### src/rtl/fetch_unit.sv
// Instruction fetch stage: holds the PC, addresses the instruction ROM and
// buffers returned words in a small FIFO presented to decode via valid/ready.
module fetch_unit #(
    parameter logic [31:0] RESET_PC   = 32'h0000_0000,
    parameter int          DATA_WIDTH = 32,
    parameter int          DEPTH      = 2
) (
    input  logic                  clk,
    input  logic                  rst,
    input  logic                  fetch_en,
    output logic [31:0]           rom_addr,
    input  logic [DATA_WIDTH-1:0] rom_data,
    input  logic                  redirect_valid,
    input  logic [31:0]           redirect_pc,
    output logic                  instr_valid,
    input  logic                  instr_ready,
    output logic [DATA_WIDTH-1:0] instr,
    output logic [31:0]           instr_pc
);

    localparam int AW = (DEPTH > 1) ? $clog2(DEPTH) : 1;
    localparam int CW = $clog2(DEPTH + 1);

    // Handshake: a word transfers to decode on any cycle where
    // instr_valid and instr_ready are both high; instr_valid never depends on instr_ready.
    typedef enum logic [1:0] {
        EMPTY   = 2'd0,
        PARTIAL = 2'd1,
        FULL    = 2'd2
    } fill_state_t;

    fill_state_t fill_state;

    logic [31:0]           pc, pc_next;
    logic [CW-1:0]         count, count_next;
    logic [AW-1:0]         rd_ptr, rd_ptr_next;
    logic [AW-1:0]         wr_ptr, wr_ptr_next;
    logic [DATA_WIDTH-1:0] buf_data [DEPTH];
    logic [31:0]           buf_pc   [DEPTH];
    logic                  pop, push;

    // Fill state is a pure decode of the registered occupancy count.
    always_comb begin
        fill_state = PARTIAL;
        if (count == '0)
            fill_state = EMPTY;
        else if (count == CW'(DEPTH))
            fill_state = FULL;
    end

    assign instr_valid = (fill_state != EMPTY);
    assign instr       = buf_data[rd_ptr];
    assign instr_pc    = buf_pc[rd_ptr];
    assign rom_addr    = pc;

    assign pop  = instr_valid & instr_ready;
    assign push = fetch_en & ~redirect_valid & ((fill_state != FULL) | pop);

    always_comb begin
        pc_next     = pc;
        count_next  = count;
        rd_ptr_next = rd_ptr;
        wr_ptr_next = wr_ptr;
        if (redirect_valid) begin
            // A redirect squashes everything in flight, including this cycle's pop.
            pc_next     = redirect_pc;
            count_next  = '0;
            rd_ptr_next = '0;
            wr_ptr_next = '0;
        end else begin
            if (push) begin
                pc_next     = pc + 32'd1;
                wr_ptr_next = wr_ptr + AW'(1);
            end
            if (pop)
                rd_ptr_next = rd_ptr + AW'(1);
            if (push && !pop)
                count_next = count + CW'(1);
            else if (pop && !push)
                count_next = count - CW'(1);
        end
    end

    always_ff @(posedge clk) begin
        if (rst) begin
            pc     <= RESET_PC;
            count  <= '0;
            rd_ptr <= '0;
            wr_ptr <= '0;
            for (int i = 0; i < DEPTH; i++) begin
                buf_data[i] <= '0;
                buf_pc[i]   <= '0;
            end
        end else begin
            pc     <= pc_next;
            count  <= count_next;
            rd_ptr <= rd_ptr_next;
            wr_ptr <= wr_ptr_next;
            if (push) begin
                buf_data[wr_ptr] <= rom_data;
                buf_pc[wr_ptr]   <= pc;
            end
        end
    end

endmodule

### config.mk
export PLATFORM = sky130hd
export DESIGN_NAME = fetch_unit
export DESIGN_NICKNAME = d
export VERILOG_FILES = /design/src/rtl/fetch_unit.sv
export SDC_FILE = /design/constraint.sdc
export NUM_CORES = 1
export LEC_CHECK = 0
export BUFFER_PORTS_ARGS = -buffer_cell sky130_fd_sc_hd__buf_4
export CELL_PAD_IN_SITES_DETAIL_PLACEMENT = 0
export CELL_PAD_IN_SITES_GLOBAL_PLACEMENT = 1
export CORE_ASPECT_RATIO = 1.1
export CORE_MARGIN = 2
export CORE_UTILIZATION = 47
export CTS_CLUSTER_DIAMETER = 30
export DETAILED_ROUTE_END_ITERATION = 10
export HOLD_SLACK_MARGIN = 0.06
export PLACE_DENSITY = 0.92
export SLEW_MARGIN = 20
export SYNTH_ARGS = -nofsm -noshare
export SYNTH_HDL_FRONTEND = slang
export SYNTH_SLANG_ARGS = --single-unit
### constraint.sdc
create_clock -name clk -period 7.6 [get_ports clk]
set_clock_uncertainty 0.05 [all_clocks]
set_input_delay 1.14 -clock clk [delete_from_list [all_inputs] [get_ports clk]]
set_output_delay 1.14 -clock clk [all_outputs]
set_load 0.01 [all_outputs]
## Yosys cells after proc, flatten, opt, wreduce, memory -nomap -nowiden

Memories as Yosys holds them, arrays and structs flattened. A register that Yosys moved wholly into a read port is not among the register bits.
Cells that the tools add are included.
Widths: inputs -> output; s select.

| storage, ports and cells | value |
|---|---|
| bits in registers | 36 |
| latch bits | 0 |
| RAM bits | 128 |
| memory bits (read-only) | 0 |
| logic and storage cells | 50 |
| memories kept | 2 |

| operators by class | value |
|---|---|
| add/subtract/negate cells | 5 |
| multipliers | 0 |
| divide/modulo/power cells | 0 |
| $lt $le $gt $ge | 0 |
| equal/unequal tests | 2 |
| shifts and indexed selects | 0 |
| muxes and demuxes | 21 |
| bitwise operators | 5 |
| reduce and logical (&&, ||, !) cells | 11 |

Memory list:

| memory | depth | bits a word | read ports | clocked after memory_dff | write ports | line | RTL |
|---|---|---|---|---|---|---|---|
| buf_data | 2 | 32 | 1 | 1 | 2 | 38 | `logic [DATA_WIDTH-1:0] buf_data [DEPTH];` |
| buf_pc | 2 | 32 | 1 | 1 | 2 | 39 | `logic [31:0] buf_pc [DEPTH];` |

Operator list:

| operator | count |
|---|---|
| $mux 32 | 4 |
| $reduce_or 32->1 | 2 |
| $add 32x1->32 const B | 1 |
| $mux 1 | 13 |
| $mux 2 | 4 |
| $reduce_bool 2->1 | 3 |
| $and 1x1->1 | 3 |
| $add 1x1->1 const B | 2 |
| $add 2x1->2 const B | 1 |
| $eq 2x2->1 const B | 1 |
| $logic_and 1x1->1 | 2 |
| $logic_not 1->1 | 2 |
| $logic_not 2->1 | 1 |
| $ne 2x2->1 const B | 1 |
| $reduce_or 2->1 | 1 |
| $sub 2x1->2 const B | 1 |
| $not 1->1 | 1 |
| $or 1x1->1 | 1 |

## Longest topological paths before layout

Gate-level depths: netlist (run 1).

| logic depth | value |
|---|---|
| depth in word-level cells | 12 |
| mapped depth | 9 |
| depth with buffers taken out | 8 |

## Worst setup path before layout (run 1)

No wires, ideal clock.

| timing | value |
|---|---|
| path kind | in2reg |
| start | input redirect_valid |
| end | memory buf_data[0][0] (enable) |
| arrival | 3.110 ns |
| slack | 4.019 ns |
| stages on the path | 4 |
| cells stage by stage | buf_2 buf_1 nor2_1 a21o_1 |

RTL lines:

| what | line | RTL |
|---|---|---|
| start, declared | 13 | `input logic redirect_valid,` |
| end, declared | 38 |  |

==> results of run 1 <==
==> layer usage <==
metal | track usage, % | vias to the layer above | routed length [µm]
li1 | - | 2454 | -
met1 | 26.2 | 2472 | 7250
met2 | 33.3 | 156 | 8650
met3 | 5.30 | 14 | 1100
met4 | 5.15 | 0 | 233
met5 | 0 | - | 0
==> path summary, 6_finish.rpt <==
check | end
worst min-delay path | count[1]
worst max-delay path | instr_pc[19]
worst max register to register | buf_pc[0][16]
worst min register to register | count[1]
==> state kept, by name, indices dropped and copies added (netlist names), named ones only <==
name / count
rom_addr: 32
buf_pc: 64
wr_ptr: 1
rd_ptr: 1
buf_data: 64
count: 2
==> cell usage in the layout (no fill, tap or decap), drive strengths merged, types with 20 or more instances in the layout <==
| cell | Yosys | layout |
|---|---|---|
| edfxtp | 128 | 128 |
| buf | 9 | 167 |
| a21oi | 24 | 24 |
| dfxtp | 37 | 37 |
| o21a | 20 | 20 |
| inv | 24 | 24 |
| mux2 | 65 | 65 |
| xor2 | 21 | 21 |
| clkbuf | 29 | 22 |
| and2 | 126 | 126 |
==> area by class of cell <==
cell class                 instances  share of cell area (%)
clock buffer                      22                    4.89
clock inverter                    10                    1.28
inverter                          24                   0.929
multi-input combinational        386                    29.6
sequential                       165                    47.3
tap                              204                    2.63
timing repair buffer             167                    13.3
==> worst max-delay path: cells and delay by family (launching register included) <==
family | cells | cell delay (ps)
buffers and inverters | 1 | 150
flip-flops | 1 | 900
multiplexers | 1 | 430
==> synth_stat cells, types with 2 or more instances <==
master and n:
a21o_1 3, a21oi_1 24, a22oi_1 2, and2_1 125, and3_1 6, and4_1 3, buf_2 4, buf_6 3
clkbuf_1 17, clkbuf_2 12, dfxtp_1 37, edfxtp_1 128, ha_1 2, inv_1 24, mux2_2 64, mux2i_1 6
nand2_1 14, nand3_1 9, nand4_1 9, nor2_1 12, nor2_4 2, nor2b_1 2, nor3_1 17, nor3_2 2
nor3b_1 3, nor4_1 5, nor4_2 3, o21a_1 20, o22ai_1 5, or2_2 2, xnor2_1 14, xor2_1 21
==> cells by family after synthesis <==
| kind of cell | count (synthesis) |
|---|---|
| AND/OR/NAND/NOR | 223 |
| flip-flops | 165 |
| multiplexers | 71 |
| buffers and inverters | 62 |
| AO/OA/AOI/OAI | 55 |
| XOR/XNOR | 35 |
| adder cells (fa/ha/maj) | 2 |
==> power by group through the flow <==
stage          Combinational (mW)  Clock [mW]  Sequential [mW]
5_1_grt                     0.240       0.907             1.06
4_1_cts                     0.225       0.869             1.06
3_3_place_gp                0.218           0             1.07
3_5_place_dp                0.224           0             1.08
2_1_floorplan               0.115           0             1.07
6_report                    0.222       0.854             1.06
==> summary.md, run 1 <==
| Metric | Value |
|---|---|
| Status | finished clean |
| Hold depth | 2 |
| Hold buffer count at CTS | 0 |
| IO buf count | roughly 170 |
| Final nets | about 830 |
| RSZ-0062 raised after global routing | false |
| Flops & latches, synth | approximately 170 |
| Max Cap Violations | 0 |
| Row Count | 49 |
| Routed len/inst | ~18 µm |
| Detailed Place HPWL | between 10 and 15 mm |
| Post-synth top flop | edfxtp_1 |
| Initial antenna violation count | 0 |
| Number of synthesized flops with an enable pin | 128 |
| Post-Synth XOR/XNOR Area | about 4% |
| Hold_ws | 519 ps |
| Total gr overflow | 0 |
| Total CTS buffers | 17 |
| First-pass GRT wire length | approximately 27 mm |
| Core area | 16,200 µm² |
| Slew headroom | 39.7% |
| PwrDens | 220 nW/µm² |
| Ranking of synthesized cells by area | edfxtp_1, and2_1, dfxtp_1 |
| Max Clk Rate | 0.318 GHz |
| Chip height | roughly 140 µm |
| Crit. End Element | primary output |
| Post-route antenna net violation count | 0 |
| Post-synth cell types | 45 |
| Dominant cell type by area after synthesis | edfxtp_1 |
| Design area | between 9000 and 10,000 µm² |
| Fin. Hold Viols | 0 |
| Final worst slack | around 4500 ps |
| Crit path DAT | 1960 ps |
| Max stage delay on crit path | 900 ps |
| Pleak | 4.00 nW |
| Async SR Flop Fraction | 0% |
| CP Data Required Time | 6410 ps |
| Sw Ratio | 22.6% |
| Share of layout cells above drive strength 1 | 36.0% |
| Place WS | 4320 ps |
| Number of global-route vias before repair | between 5,000 and 6,000 |
| Register area share after synthesis | about three fifths |
| Min-Delay Path Class | reg2reg |
| Total negative slack | 0 ps |
| Via density | ~5.2 |
| Synthesized area | 7720 µm² |
| Synth-to-Final Area Change | 25.6% |
| Worst Path Class, Setup | reg2out |
| Final period util | 41.4% |
| CTS root buf | clkbuf_16 |
| Cells after Synth | 613 |
| Post-Synth Adder-Cell Area | 0.324% |
| R2r worst-path depth | 6 |
| Crit-path cells | mux2_2, buf_4 |
| # Post-CTS Setup Buffers | 0 |
| CTS clock-pin slew for the worst setup and hold paths | around 60 ps |
| Pin count of the biggest net entering global routing | 66 |
| Via Count | 5,096 |
| FF-to-FF setup slack | 5130 ps |
| Reg2Reg Launch Point | count[0] |
| Average cell area after synthesis | ~13 µm² |
| DR pass1 iterations | 5 |
| Area of the die | 17,500 µm² |
| Post-route insts no fill | 978 |
| Worst skew pair latency | 420 ps |
| Mux cell area share after synthesis | 10.3% |
| DR DRC count | 0 |
| Ant. Diodes | 0 |
| Overall power | 2.13 mW |
| Multi-input gate area | 2870 µm² |
| Total wire length | 17.2 mm |
| Worst setup SP type | register |
| Syn nets | 684 |
| Top-area cell type share of the netlist area | 49.8% |
| Largest family of logic cells by synthesized area | simple AND/OR/NAND/NOR gates |
| Final core utilization | 59.9% |
| Post-Place Cells | 946 |
| Gpl congestion | 0.782 |
| Synth warnings | 0 |
| Placed cell areas | 9100 µm² |
| Internal power | 1.65 mW |
| Flop pwr share | roughly 50% |
| Final critical-path required period | approximately 3100 ps |
| CTS sink count | approximately 170 |
| Seq. cell area | about 4600 µm² |
| CTS resizes | 0 |
| Clock Path Buffers | 2 |
| Worst hold path startpoint | count[1] |
| Pins Over Slew Limit | 0 |
| CTS tree | done |
| Final setup viols | 0 |
| P_sw | 482 µW |
| Part of the power in combinational logic | about a tenth |
| Iter 0 DRT Violations | approximately 380 |
| Filler cell count | 1,335 |
| Worst Max-Slew Pin Slew | 904 ps |
| Worst Path Max Fanout | 64 |
| Top-level I/O count | 166 |
| Clock share of power | 40.0% |
| Synth Area in Simple Gates | 17.9% |
| CTS H-Tree Depth | 4 |
| GRT Resource Usage Total | 20.0% |
| Max IR drop VDD | 144 µV |
| Post-synthesis compound-gate area fraction | around 4.5% |
| CP max-delay cell | dfxtp_4 |
| Die width | 126 µm |
| Initial core utilization | 47.7% |
Note: power is estimated with default switching activity, not from simulation.
==> run 2, diff against run 1 <==
--- a/config.mk
+++ b/config.mk
@@ -5,16 +5,17 @@
 export SDC_FILE = /design/constraint.sdc
 export NUM_CORES = 1
 export LEC_CHECK = 0
+export ABC_AREA = 1
 export BUFFER_PORTS_ARGS = -buffer_cell sky130_fd_sc_hd__buf_4
 export CELL_PAD_IN_SITES_DETAIL_PLACEMENT = 0
 export CELL_PAD_IN_SITES_GLOBAL_PLACEMENT = 1
 export CORE_ASPECT_RATIO = 1.1
 export CORE_MARGIN = 2
-export CORE_UTILIZATION = 47
+export CORE_UTILIZATION = 42
 export CTS_CLUSTER_DIAMETER = 30
 export DETAILED_ROUTE_END_ITERATION = 10
 export HOLD_SLACK_MARGIN = 0.06
-export PLACE_DENSITY = 0.92
+export PLACE_DENSITY = 0.87
 export SLEW_MARGIN = 20
 export SYNTH_ARGS = -nofsm -noshare
 export SYNTH_HDL_FRONTEND = slang
==> constraint.sdc (replaced) <==
create_clock -name clk -period 2.9 [get_ports clk]
set_clock_uncertainty 0.05 [all_clocks]
set_input_delay 0.435 -clock clk [delete_from_list [all_inputs] [get_ports clk]]
set_output_delay 0.435 -clock clk [all_outputs]
set_load 0.01 [all_outputs]
==> run 2 against run 1 <==
Compared with the run above: critical path depth up 1; clock power rose to 2.8 times the previous value; first-iteration DRC count down 37%; critical endpoint is now instr_pc[25]; largest power group unchanged.
==> summary.md, run 2 <==
| Metric | Value |
|---|---|
| Status | finished clean |
| Sw Ratio | between 20 and 25% |
| Gpl congestion | 0.890 |
| Synth warnings | 0 |
| Max Cap Violations | 0 |
| Share of layout cells above drive strength 1 | 29.7% |
| Post-route antenna net violation count | 0 |
| Max stage delay on crit path | 510 ps |
| Seq. cell area | 4590 µm² |
| CTS sink count | ~170 |
| Min-Delay Path Class | in2reg |
| Worst hold path startpoint | redirect_pc[9] |
| CTS tree | done |
| Register area share after synthesis | between 50% and 60% |
| Flops & latches, synth | about 170 |
| Slew headroom | 41.6% |
| Total wire length | 18.2 mm |
| Post-synth cell types | 30 |
| Number of global-route vias before repair | 5,805 |
| Ant. Diodes | 0 |
| Total CTS buffers | 17 |
| Number of synthesized flops with an enable pin | 128 |
| Via density | between 4 and 5 |
| Final setup viols | 0 |
| Final critical-path required period | 2330 ps |
| Worst Max-Slew Pin Slew | about 880 ps |
| Detailed Place HPWL | 12.2 mm |
| Flop pwr share | 47.5% |
| Hold buffer count at CTS | 0 |
| Post-Place Cells | 1,189 |
| Crit. End Element | primary output |
| Synth-to-Final Area Change | 27.4% |
| Pins Over Slew Limit | 0 |
| Post-synth top flop | edfxtp_1 |
| Most common cell in the netlist | nor2_1 |
| CP max-delay cell | dfxtp_2 |
| Die width | 134 µm |
| Clock share of power | 41.8% |
| Ranking of synthesized cells by area | edfxtp_1, dfxtp_1, mux2_2 |
| DR pass1 iterations | 5 |
| Most common cell after layout, fill and taps aside | buf_4 |
| Max IR drop VDD | 398 µV |
| Filler cell count | 1,649 |
| RR Endpoint | buf_data[0][0] |
| Core area | 18,300 µm² |
| Routed len/inst | 14.9 µm |
| Fin. Hold Viols | 0 |
| PwrDens | 579 nW/µm² |
| Chip height | 147 µm |
| CP Data Required Time | approximately 2400 ps |
| CTS root buf | clkbuf_16 |
| Total negative slack | 0 ps |
| Hold endpoint | rom_addr[9] |
| Via Count | between 5,000 and 6,000 |
| Top-area cell type share of the netlist area | 49.3% |
| Internal power | ~4.5 mW |
| Pleak | roughly 4.2 nW |
| R2r worst-path depth | 8 |
| CTS resizes | 0 |
| Row Count | 52 |
| Initial core utilization | 42.7% |
| Syn nets | 876 |
| P_sw | 1.27 mW |
| Top-level I/O count | 166 |
| Hold depth | 3 |
| Top post-synthesis cells by count | nor2_1, nand2_1, edfxtp_1 |
| Crit path DAT | approximately 1800 ps |
| Most frequent cells in the layout | buf_4, nor2_1, nand2_1 |
| Crit-path cells | buf_12, mux2_2, buf_4 |
| Iter 0 DRT Violations | 239 |
| Cells after Synth | approximately 800 |
| Total gr overflow | 0 |
| Clock Path Buffers | 2 |
| GRT Resource Usage Total | a little under a fifth |
| Area of the die | 19,700 µm² |
| Part of the power in combinational logic | 10.7% |
| RSZ-0062 raised after global routing | false |
| Worst Path Max Fanout | 54 |
| Max Clk Rate | 0.430 GHz |
| Post-route insts no fill | 1,221 |
| Pin count of the biggest net entering global routing | 65 |
| Worst Path Class, Setup | reg2out |
| Reg2Reg Launch Point | count[0] |
| Worst setup SP type | register |
| CTS H-Tree Depth | 4 |
| IO buf count | 165 |
| Multi-input gate area | between 2000 and 3000 µm² |
| First-pass GRT wire length | 28.7 mm |
| Final period util | 80.2% |
| Average cell area after synthesis | just under 10 µm² |
| # Post-CTS Setup Buffers | 0 |
| Async SR Flop Fraction | 0% |
| Final nets | 1,036 |
| FF-to-FF setup slack | 870 ps |
| Synthesized area | between 7000 and 8000 µm² |
| DR DRC count | 0 |
| CP top delay family | flip-flops |
| Worst skew pair latency | 410 ps |
| CTS clock-pin slew for the worst setup and hold paths | approximately 60 ps |
| Initial antenna violation count | 0 |
| Worst Path Buf+Inv | 2 |
| Dominant cell type by area after synthesis | edfxtp_1 |
run 2: cell count changes in the layout (fill, tap and decap cells not counted), moves of 20 or more:
cell | previous run | this run
and2_1 | 125 | 0
inv_1 | 24 | 102
nand2_1 | 14 | 133
nand3_1 | 9 | 41
nor2_1 | 12 | 165
o21a_1 | 20 | 0
o21ai_0 | 1 | 31
run 2: per-layer routing:
| layer | wire length [µm] | GRT usage, % | vias to the layer above |
|---|---|---|---|
| met3 | 810 | 3.90 | 13 |
| li1 | - | - | 2958 |
| met5 | 0 | 0 | - |
| met4 | 219 | 5.43 | 0 |
| met2 | 9470 | 33.4 | 124 |
| met1 | 7660 | 23.4 | 2767 |
run 2: worst max path at each step:
stage                               from              to  slack, ps  cells past startpoint
after detailed placement  redirect_valid  buf_data[0][3]        530                      8
after floorplan              instr_ready  buf_data[0][0]         10                      7
after CTS                       register    instr_pc[15]        530                      3
after global placement    redirect_valid  buf_data[0][3]        550                      8
after global routing            register    instr_pc[15]        480                      3
final                           register    instr_pc[25]        570                      3
run 2: cells by family after synthesis:
group	count (synthesis)	share of synthesized area [%]
AOI/OAI and AO/OA	71	4.84
muxes	64	9.24
adders and majority gates	2	0.321
xor gates and xnor gates	6	0.674
DFF	165	58.8
buffers and inverters	136	6.94
and+or+nand+nor	361	19.2
run 2: per-stage QoR:
step | total power, mW | util (%) | worst slack [ps] | area (µm²) | hold WS [ps]
after floorplan | 3.08 | - | 14.9 | 7800 | 409
after global placement | 3.39 | 50.9 | 549 | 9300 | 413
after detailed placement | 3.40 | 50.9 | 526 | 9300 | 438
after CTS | 5.81 | 54.4 | 531 | 9940 | 235
after global routing | 5.96 | 54.4 | 478 | 9940 | 250
final | 5.75 | 54.4 | 574 | 9940 | 251
run 2: power by group through the flow:
stage | clock network (mW) | registers [mW] | logic (mW)
global route | 2.54 | 2.75 | 0.672
CTS | 2.45 | 2.73 | 0.621
global placement | 0 | 2.78 | 0.614
finish | 2.40 | 2.73 | 0.613
detailed placement | 0 | 2.78 | 0.618
floorplan | 0 | 2.78 | 0.304
run 2: worst reg2reg max path: cells and delay by family (launching register included):
| family | cells | cell delay (ps) |
|---|---|---|
| buffers and inverters | 4 | 850 |
| flip-flops | 1 | 310 |
| AND/OR/NAND/NOR | 4 | 460 |
run 2: cell type report:
class                      count  area share, %
sequential                   165           46.1
clock buffer                  19           4.36
multi-input combinational    504           27.0
inverter                     105           3.97
clock inverter                13           2.08
tap                          243           3.06
timing repair buffer         172           13.4
